--- config.mk ---
export PLATFORM = sky130hd
export DESIGN_NAME = score_keeper
export DESIGN_NICKNAME = d
export VERILOG_FILES = /design/src/rtl/score_keeper.sv
export SDC_FILE = /design/constraint.sdc
export NUM_CORES = 1
export LEC_CHECK = 0
export CORE_MARGIN = 5
export CORE_UTILIZATION = 25
export CTS_CLUSTER_DIAMETER = 40
export DETAILED_ROUTE_END_ITERATION = 8
export PLACE_DENSITY = 0.42
export SLEW_MARGIN = 30
export SYNTH_ARGS = -nofsm -noshare
export SYNTH_HDL_FRONTEND = slang
export SYNTH_SLANG_ARGS = --single-unit
--- constraint.sdc ---
create_clock -name clk -period 5.3 [get_ports clk]
set_clock_uncertainty 0.15 [all_clocks]
set_input_delay 0.795 -clock clk [delete_from_list [all_inputs] [get_ports clk]]
set_output_delay 0.795 -clock clk [all_outputs]
set_load 0.02 [all_outputs]
--- src/rtl/score_keeper.sv ---
// Two-player score accumulator: counts judged hits/misses with a streak bonus,
// saturating scores, and freezes the standings once a winner code arrives.
module score_keeper #(
   parameter int SCORE_W    = 5,
   parameter int STREAK_LEN = 4
) (
   input  logic               clk,
   input  logic               reset,
   input  logic               start,
   input  logic               hit1,
   input  logic               miss1,
   input  logic               hit2,
   input  logic               miss2,
   input  logic [1:0]         winner_in,
   output logic [SCORE_W-1:0] result1,
   output logic [SCORE_W-1:0] result2,
   output logic [2:0]         streak1,
   output logic [2:0]         streak2,
   output logic               playing,
   output logic               done
);

   typedef enum logic [1:0] {
      IDLE = 2'd0,
      PLAY = 2'd1,
      DONE = 2'd2
   } state_t;

   localparam logic [SCORE_W-1:0] SCORE_MAX  = {SCORE_W{1'b1}};
   localparam logic [SCORE_W:0]   INC_PLAIN  = (SCORE_W+1)'(1);
   localparam logic [SCORE_W:0]   INC_BONUS  = (SCORE_W+1)'(2);
   localparam logic [2:0]         STREAK_TOP = 3'(STREAK_LEN - 1);

   state_t     state_reg;
   state_t     state_next;
   logic       clear;
   logic       score_en;
   logic [1:0] hit;
   logic [1:0] miss;

   assign hit  = {hit2, hit1};
   assign miss = {miss2, miss1};

   always_ff @(posedge clk or negedge reset) begin
      if (!reset) begin
         state_reg <= IDLE;
      end else begin
         state_reg <= state_next;
      end
   end

   // start overrides everything; a winner code in PLAY swallows that cycle's pulses
   always_comb begin
      state_next = state_reg;
      clear      = 1'b0;
      score_en   = 1'b0;
      if (start) begin
         state_next = PLAY;
         clear      = 1'b1;
      end else begin
         case (state_reg)
            PLAY: begin
               if (winner_in != 2'd0) begin
                  state_next = DONE;
               end else begin
                  score_en = 1'b1;
               end
            end
            default: state_next = state_reg;
         endcase
      end
   end

   genvar gi;
   generate
      for (gi = 0; gi < 2; gi++) begin : g_player
         logic [SCORE_W-1:0] score_reg;
         logic [SCORE_W-1:0] score_next;
         logic [2:0]         streak_reg;
         logic [2:0]         streak_next;
         logic [SCORE_W:0]   sum;

         // one extra bit on the sum catches overflow for saturation
         always_comb begin
            sum         = {1'b0, score_reg} + ((streak_reg == STREAK_TOP) ? INC_BONUS : INC_PLAIN);
            score_next  = score_reg;
            streak_next = streak_reg;
            if (clear) begin
               score_next  = '0;
               streak_next = '0;
            end else if (score_en) begin
               if (miss[gi]) begin
                  score_next  = (score_reg == '0) ? '0 : score_reg - 1'b1;
                  streak_next = '0;
               end else if (hit[gi]) begin
                  score_next  = sum[SCORE_W] ? SCORE_MAX : sum[SCORE_W-1:0];
                  streak_next = (streak_reg == STREAK_TOP) ? 3'd0 : streak_reg + 3'd1;
               end
            end
         end

         always_ff @(posedge clk or negedge reset) begin
            if (!reset) begin
               score_reg  <= '0;
               streak_reg <= '0;
            end else begin
               score_reg  <= score_next;
               streak_reg <= streak_next;
            end
         end
      end
   endgenerate

   assign result1 = g_player[0].score_reg;
   assign result2 = g_player[1].score_reg;
   assign streak1 = g_player[0].streak_reg;
   assign streak2 = g_player[1].streak_reg;
   assign playing = (state_reg == PLAY);
   assign done    = (state_reg == DONE);

endmodule

==> results of run 1 <==
==> power by group <==
group / total [W] / switching, W / internal [W]
registers: 0.000149 / 0.00000700 / 0.000142
clock network: 0.000115 / 0.0000493 / 0.0000661
logic: 0.0000644 / 0.0000369 / 0.0000275
==> metal layers <==
layer  global-route usage, %  up-vias  routed length (um)
met2                    18.4       38                1840
met1                    13.5      616                1650
met4                    2.63        0                  15
li1                        -      629                   -
met5                       0        -                   0
met3                    3.26        2                 228
==> stage by stage <==
stage          power (W)  instances  worst slack [ns]  instance area (um^2)  hold slack (ns)
6_report        0.000328        249              2.62                  1730            0.325
5_1_grt         0.000347        249              2.53                  1730            0.354
4_1_cts         0.000335        249              2.65                  1740            0.382
3_5_place_dp    0.000217        245              2.38                  1680            0.359
3_3_place_gp    0.000216        245              2.42                  1680            0.368
2_1_floorplan   0.000187        156              3.08                  1360            0.349
==> path summary, 6_finish.rpt <==
check | cells after the start | start | slack, ns | to
setup / recovery | 5 | winner_in[1] | 2.62 | result1[4]
hold / removal | 1 | reset | 0.32 | result1[1]
setup reg to reg | 8 | streak1[0] | 3.02 | result1[0]
hold reg to reg | 2 | streak2[1] | 0.37 | streak2[1]
max in group asynchronous | 1 | reset | 4.35 | state_reg[0]
min in group clk | 2 | streak2[1] | 0.37 | streak2[1]
==> layout make-up <==
type	instances	share of cell area, %
repair buffers	26	14.8
inverters	15	3.25
flip-flops and latches	18	26.0
multi-input cells	116	47.7
clock buffers	4	3.18
well taps	70	5.06
==> worst max-delay path, cell delays in order <==
cell and delay (ns):
clkdlybuf4s50_1 0.50, or4b_1 0.72, nor2_2 0.26, o21ai_0 0.12, a32o_1 0.26
==> layout by cell type (no fill, tap or decap), types with 2 or more instances in the layout <==
cell and count:
a21o_1 2, a21oi_1 9, a31oi_1 4, a32o_1 2, a41oi_1 3, and3_1 2, clkbuf_8 4, clkdlybuf4s50_1 25
dfrtp_1 18, fa_1 2, ha_1 8, inv_1 15, nand2_1 14, nand2b_1 6, nand3_1 4, nor2_1 5
nor3_1 6, nor4_1 2, nor4b_1 2, o211a_1 2, o211ai_1 3, o21ai_0 11, o221ai_1 2, o22ai_1 2
or2_2 3, or4_1 2
==> kinds of logic after synthesis <==
family                   Yosys count
AND/OR/NAND/NOR                   55
AO/OA/AOI/OAI                     51
buffers and inverters             22
flip-flops                        18
adder cells (fa/ha/maj)           10
==> reports/results.tsv, run 1 <==
stage	metric	value	unit
power	cell area power density	190	nW/um^2
power	Peak VDD IR	0.0675	mV
clock_tree	clock sink count	18	
synthesis	Synth top cells by count	18 x dfrtp_1, 15 x inv_1, 14 x nand2_1, 11 x o21ai_0, 9 x a21oi_1	
die	die width	83.8	um
clock_tree	post-CTS resize count	0	
die	Starting Density	26.1	%
clock_tree	maximum root-to-sink buffer count	2	
routing	Iter 0 DRT Violations	89	
clock_tree	Clk Latency, worst-skew pair	0.26	ns
routing	drc violations	0	
timing	setup violators final	0	
synthesis	top-count cell post-synth	dfrtp_1	
layout	number of diodes	0	
routing	average wire per standard cell	15.0	um
worst_setup_path	crit path launch type	input pin	
synthesis	Cell variety after synth	46	
routing	final wirelength	3.73	mm
synthesis	synth warn	0	
grt	All-Layer GR Usage	10.9	%
timing	relative slew slack	55.2	%
layout	layout cell share with drive strength beyond 1	8.38	%
routing	antenna violation net count after detailed routing	0	
worst_setup_path	CP Class	input pin to flop	
placement	gp weighted congestion	0.836	
synthesis	top cell type's share of synthesized area	33.1	%
clock_tree	Num CTS Buffers	3	
clock_tree	CTS clk-pin slew, worst paths	0.08	ns
timing	RSZ-0062 raised after global routing	false	
routing	number of detailed-route iterations in the first pass	4	
worst_hold_path	HP Class	input pin to asynchronous set/reset pin	
layout	Util after Layout	33.2	%
timing	Slew Limit Fails	0	
clock_tree	CTS root buf	clkbuf_8	
synthesis	Synth async-reset ratio	100	%
die	chip height	83.8	um
timing	fmax	0.374	GHz
routing	Via density	5.16	
worst_setup_path	CP arrival	2.67	ns
grt	initial antenna violation count	0	
synthesis	main combinational cell family by area after synthesis	compound AO/OA/AOI/OAI gates	
flow_run	Max Cap Viol	0	
synthesis	Yosys reg bits	18	
synthesis	fraction of synthesized cell area in xor and xnor cells	0	%
routing	vias post-DR	1285	
synthesis	cell area after synthesis	1360	um^2
worst_setup_path	critical-path maximum fanout	6	
grt	largest net degree at the start of global routing	19	
synthesis	multiplexer area fraction after synthesis	0	%
worst_setup_path	CP required	5.29	ns
synthesis	Avg Synthesized Cell Area	8.72	um^2
die	Row Count	26	
die	die area	7010	um^2
timing	fin crit period	2.68	ns
layout	FF+latch area	450	um^2
synthesis	EDFF count, synth	0	
synthesis	Synth Area in Simple Gates	23.9	%
synthesis	most area-consuming cells after synthesis	dfrtp_1 33%, ha_1 7.4%, inv_1 4.1%	
synthesis	syn nets	175	
layout	fin nets	199	
synthesis	Post-Synthesis Cells	156	
grt	vias in the first global route	1279	
timing	setup TNS	0	ns
clock_tree	hold buffers post-CTS	0	
synthesis	Yosys top cell by area	dfrtp_1	
clock_tree	# Post-CTS Setup Buffers	0	
grt	GRT Residual Overflow	0	
placement	hpwl dp	2.81	mm
die	core footprint	5200	um^2
grt	first-pass GRT wire length	6.29	mm
synthesis	Synth Area in Compound Gates	26.5	%
synthesis	ys flop type	dfrtp_1	
power	Leak	0.727	nW
timing	Final Hold Fails	0	
placement	port bufs	26	
synthesis	sequential-to-total area share from yosys stat	33.1	%
timing	Final Cycle Share	50.5	%
timing	worst slew pin tran	0.670	ns
clock_tree	CTS tree	built	
clock_tree	# H-tree levels	1	
layout	Area Growth Syn to Fin	27.2	%
die	IO Count	27	
layout	Fillers	547	
synthesis	adder-cell share of the synthesized area	10.3	%
worst_setup_path	crit end category	flop	
layout	area of the multi-input gates	826	um^2
status	status	finished clean	
No activity file was read; power rests on OpenSTA's default activity.
==> inputs of run 2 (changes only) <==
--- a/config.mk
+++ b/config.mk
@@ -9,7 +9,7 @@
 export CORE_UTILIZATION = 25
 export CTS_CLUSTER_DIAMETER = 40
 export DETAILED_ROUTE_END_ITERATION = 8
-export PLACE_DENSITY = 0.42
+export PLACE_DENSITY = 0.43
 export SLEW_MARGIN = 30
 export SYNTH_ARGS = -nofsm -noshare
 export SYNTH_HDL_FRONTEND = slang
==> constraint.sdc (replaced) <==
create_clock -name clk -period 2.4 [get_ports clk]
set_clock_uncertainty 0.15 [all_clocks]
set_input_delay 0.36 -clock clk [delete_from_list [all_inputs] [get_ports clk]]
set_output_delay 0.36 -clock clk [all_outputs]
set_load 0.02 [all_outputs]
==> run 2 against run 1 <==
Net effect: non-clock buffer count up 12; total power rose by 120%; clock power increased by 100%; worst hold slack worse by 0.044 ns; routed wire length increased by 5.2%; sequential share of layout area shrank 1.3 points; global-route usage rose by 0.77 points; first-iteration DRC count is 42% lower; critical path depth is 3 higher; cell count up 4.4%; die area stayed put; flip-flop and latch count stayed put; largest power group unchanged.
==> reports/results.tsv, run 2 (synthesis gave the netlist of run 1 again) <==
stage	metric	value	unit
status	status	finished clean	
worst_setup_path	CP required	2.43	ns
power	sw frac	30.5	%
timing	Final Hold Fails	0	
layout	Util after Layout	35.0	%
layout	fin nets	211	
clock_tree	CTS tree	built	
grt	All-Layer GR Usage	11.6	%
placement	gp weighted congestion	0.833	
routing	vias post-DR	1325	
power	Clock power frac	32.1	%
clock_tree	# H-tree levels	1	
die	core footprint	5200	um^2
power	Comb pwr share	22.3	%
routing	number of detailed-route iterations in the first pass	4	
die	die area	7010	um^2
timing	Final WS setup	0.124	ns
timing	Final Cycle Share	94.8	%
power	Power Total	0.000720	W
timing	RSZ-0062 raised after global routing	false	
clock_tree	clock sink count	18	
power	Sw Pwr	0.000220	W
worst_hold_path	HP Class	input pin to asynchronous set/reset pin	
clock_tree	hold buffers post-CTS	0	
grt	GRT Residual Overflow	0	
worst_setup_path	crit end category	flop	
worst_setup_path	critical-path maximum fanout	3	
die	Row Count	26	
routing	Via density	5.10	
timing	relative slew slack	68.5	%
timing	setup violators final	0	
layout	final instance area	1820	um^2
worst_setup_path	Worst R2R Start	streak2[0]	
worst_setup_path	RR Endpoint	result2[4]	
layout	commonest non-fill, non-tap cell in the layout	clkdlybuf4s50_1	
layout	number of diodes	0	
placement	Cell Area, Placed	1760	um^2
routing	average wire per standard cell	15.1	um
timing	worst slew pin tran	0.466	ns
timing	setup TNS	0	ns
timing	Slew Limit Fails	0	
die	Starting Density	26.1	%
placement	hpwl dp	2.98	mm
power	Leak	0.780	nW
power	Peak VDD IR	0.203	mV
placement	worst slack, placed	-0.0536	ns
die	IO Count	27	
clock_tree	Clk Latency, worst-skew pair	0.26	ns
routing	antenna violation net count after detailed routing	0	
power	Int Pwr	0.000500	W
grt	initial antenna violation count	0	
grt	vias in the first global route	1384	
worst_setup_path	R2R depth	8	
worst_setup_path	CP Class	flop to flop	
grt	largest net degree at the start of global routing	19	
die	chip height	83.8	um
layout	Fillers	556	
clock_tree	CTS root buf	clkbuf_8	
clock_tree	Num CTS Buffers	3	
grt	first-pass GRT wire length	6.73	mm
layout	layout cell share with drive strength beyond 1	13.7	%
worst_setup_path	flop2flop setup slack	0.12	ns
timing	fmax	0.439	GHz
timing	fin crit period	2.28	ns
clock_tree	CTS clk-pin slew, worst paths	0.08	ns
die	die width	83.8	um
power	cell area power density	396	nW/um^2
placement	port bufs	26	
flow_run	Max Cap Viol	0	
worst_setup_path	CP arrival	2.31	ns
power	sequential power share	45.6	%
layout	Area Growth Syn to Fin	33.8	%
routing	final wirelength	3.92	mm
worst_setup_path	crit path launch type	flop	
clock_tree	maximum root-to-sink buffer count	2	
routing	drc violations	0	
layout	commonest cells after routing, fill and taps aside	26 x clkdlybuf4s50_1, 18 x dfrtp_1, 15 x inv_1	
routing	Iter 0 DRT Violations	52	
[run 2: final cells by class]
| class | instances | area [um^2] | share of cell area, % |
|---|---|---|---|
| inverter | 15 | 56.3 | 3.09 |
| multi-input combinational | 116 | 833 | 45.8 |
| tap | 70 | 87.6 | 4.81 |
| timing repair buffer | 38 | 350 | 19.3 |
| clock buffer | 3 | 41.3 | 2.27 |
| sequential | 18 | 450 | 24.8 |
[run 2: repair_timing]
action                                 CTS  global route
buffers inserted                         0             2
endpoints found under the hold margin    0             0
gates resized for setup                  0             1
setup endpoints to repair                0             4
[run 2: power by group through the flow]
stage                     Sequential (W)  Combinational, W  Clock (W)
after floorplan                 0.000337         0.0000762          0
after global placement          0.000334          0.000155          0
after detailed placement        0.000334          0.000156          0
after CTS                       0.000328          0.000157   0.000237
after global routing            0.000330          0.000177   0.000253
final                           0.000328          0.000161   0.000231
[run 2: per-stage QoR]
stage	instances	hold WS, ns
floorplan	156	-0.0856
global placement	255	0.364
detailed placement	255	0.364
CTS	258	0.290
global route	260	0.305
finish	260	0.281
[run 2: worst max-delay path, cell delays in order (launching register included)]
cell and delay, ns:
dfrtp_1 0.39, ha_1 0.18, nand2b_1 0.10, ha_1 0.22
fa_1 0.43, nand3_1 0.13, nor3_1 0.06, a2111o_1 0.38
a21oi_1 0.16
[run 2: worst max path at each step]
stage | startpoint | endpoint | slack (ns) | depth (start not counted)
floorplan | streak2[0] | result2[4] | 0.18 | 8
global placement | winner_in[1] | result1[4] | 0.003 | 5
detailed placement | winner_in[1] | result1[4] | -0.05 | 5
CTS | streak2[0] | result2[4] | 0.09 | 8
global route | streak2[0] | result2[4] | 0.03 | 8
finish | streak2[0] | result2[4] | 0.12 | 8
[run 2: per-layer routing]
layer | track usage (%) | wire [um] | part of all wire, % | vias to the layer above
met1 | 13.6 | 1730 | 44 | 631
met5 | 0 | 0 | 0 | -
met4 | 3.22 | 63 | 1.6 | 0
met2 | 20.2 | 1920 | 49 | 34
met3 | 3.75 | 211 | 5.4 | 9
li1 | - | - | - | 651
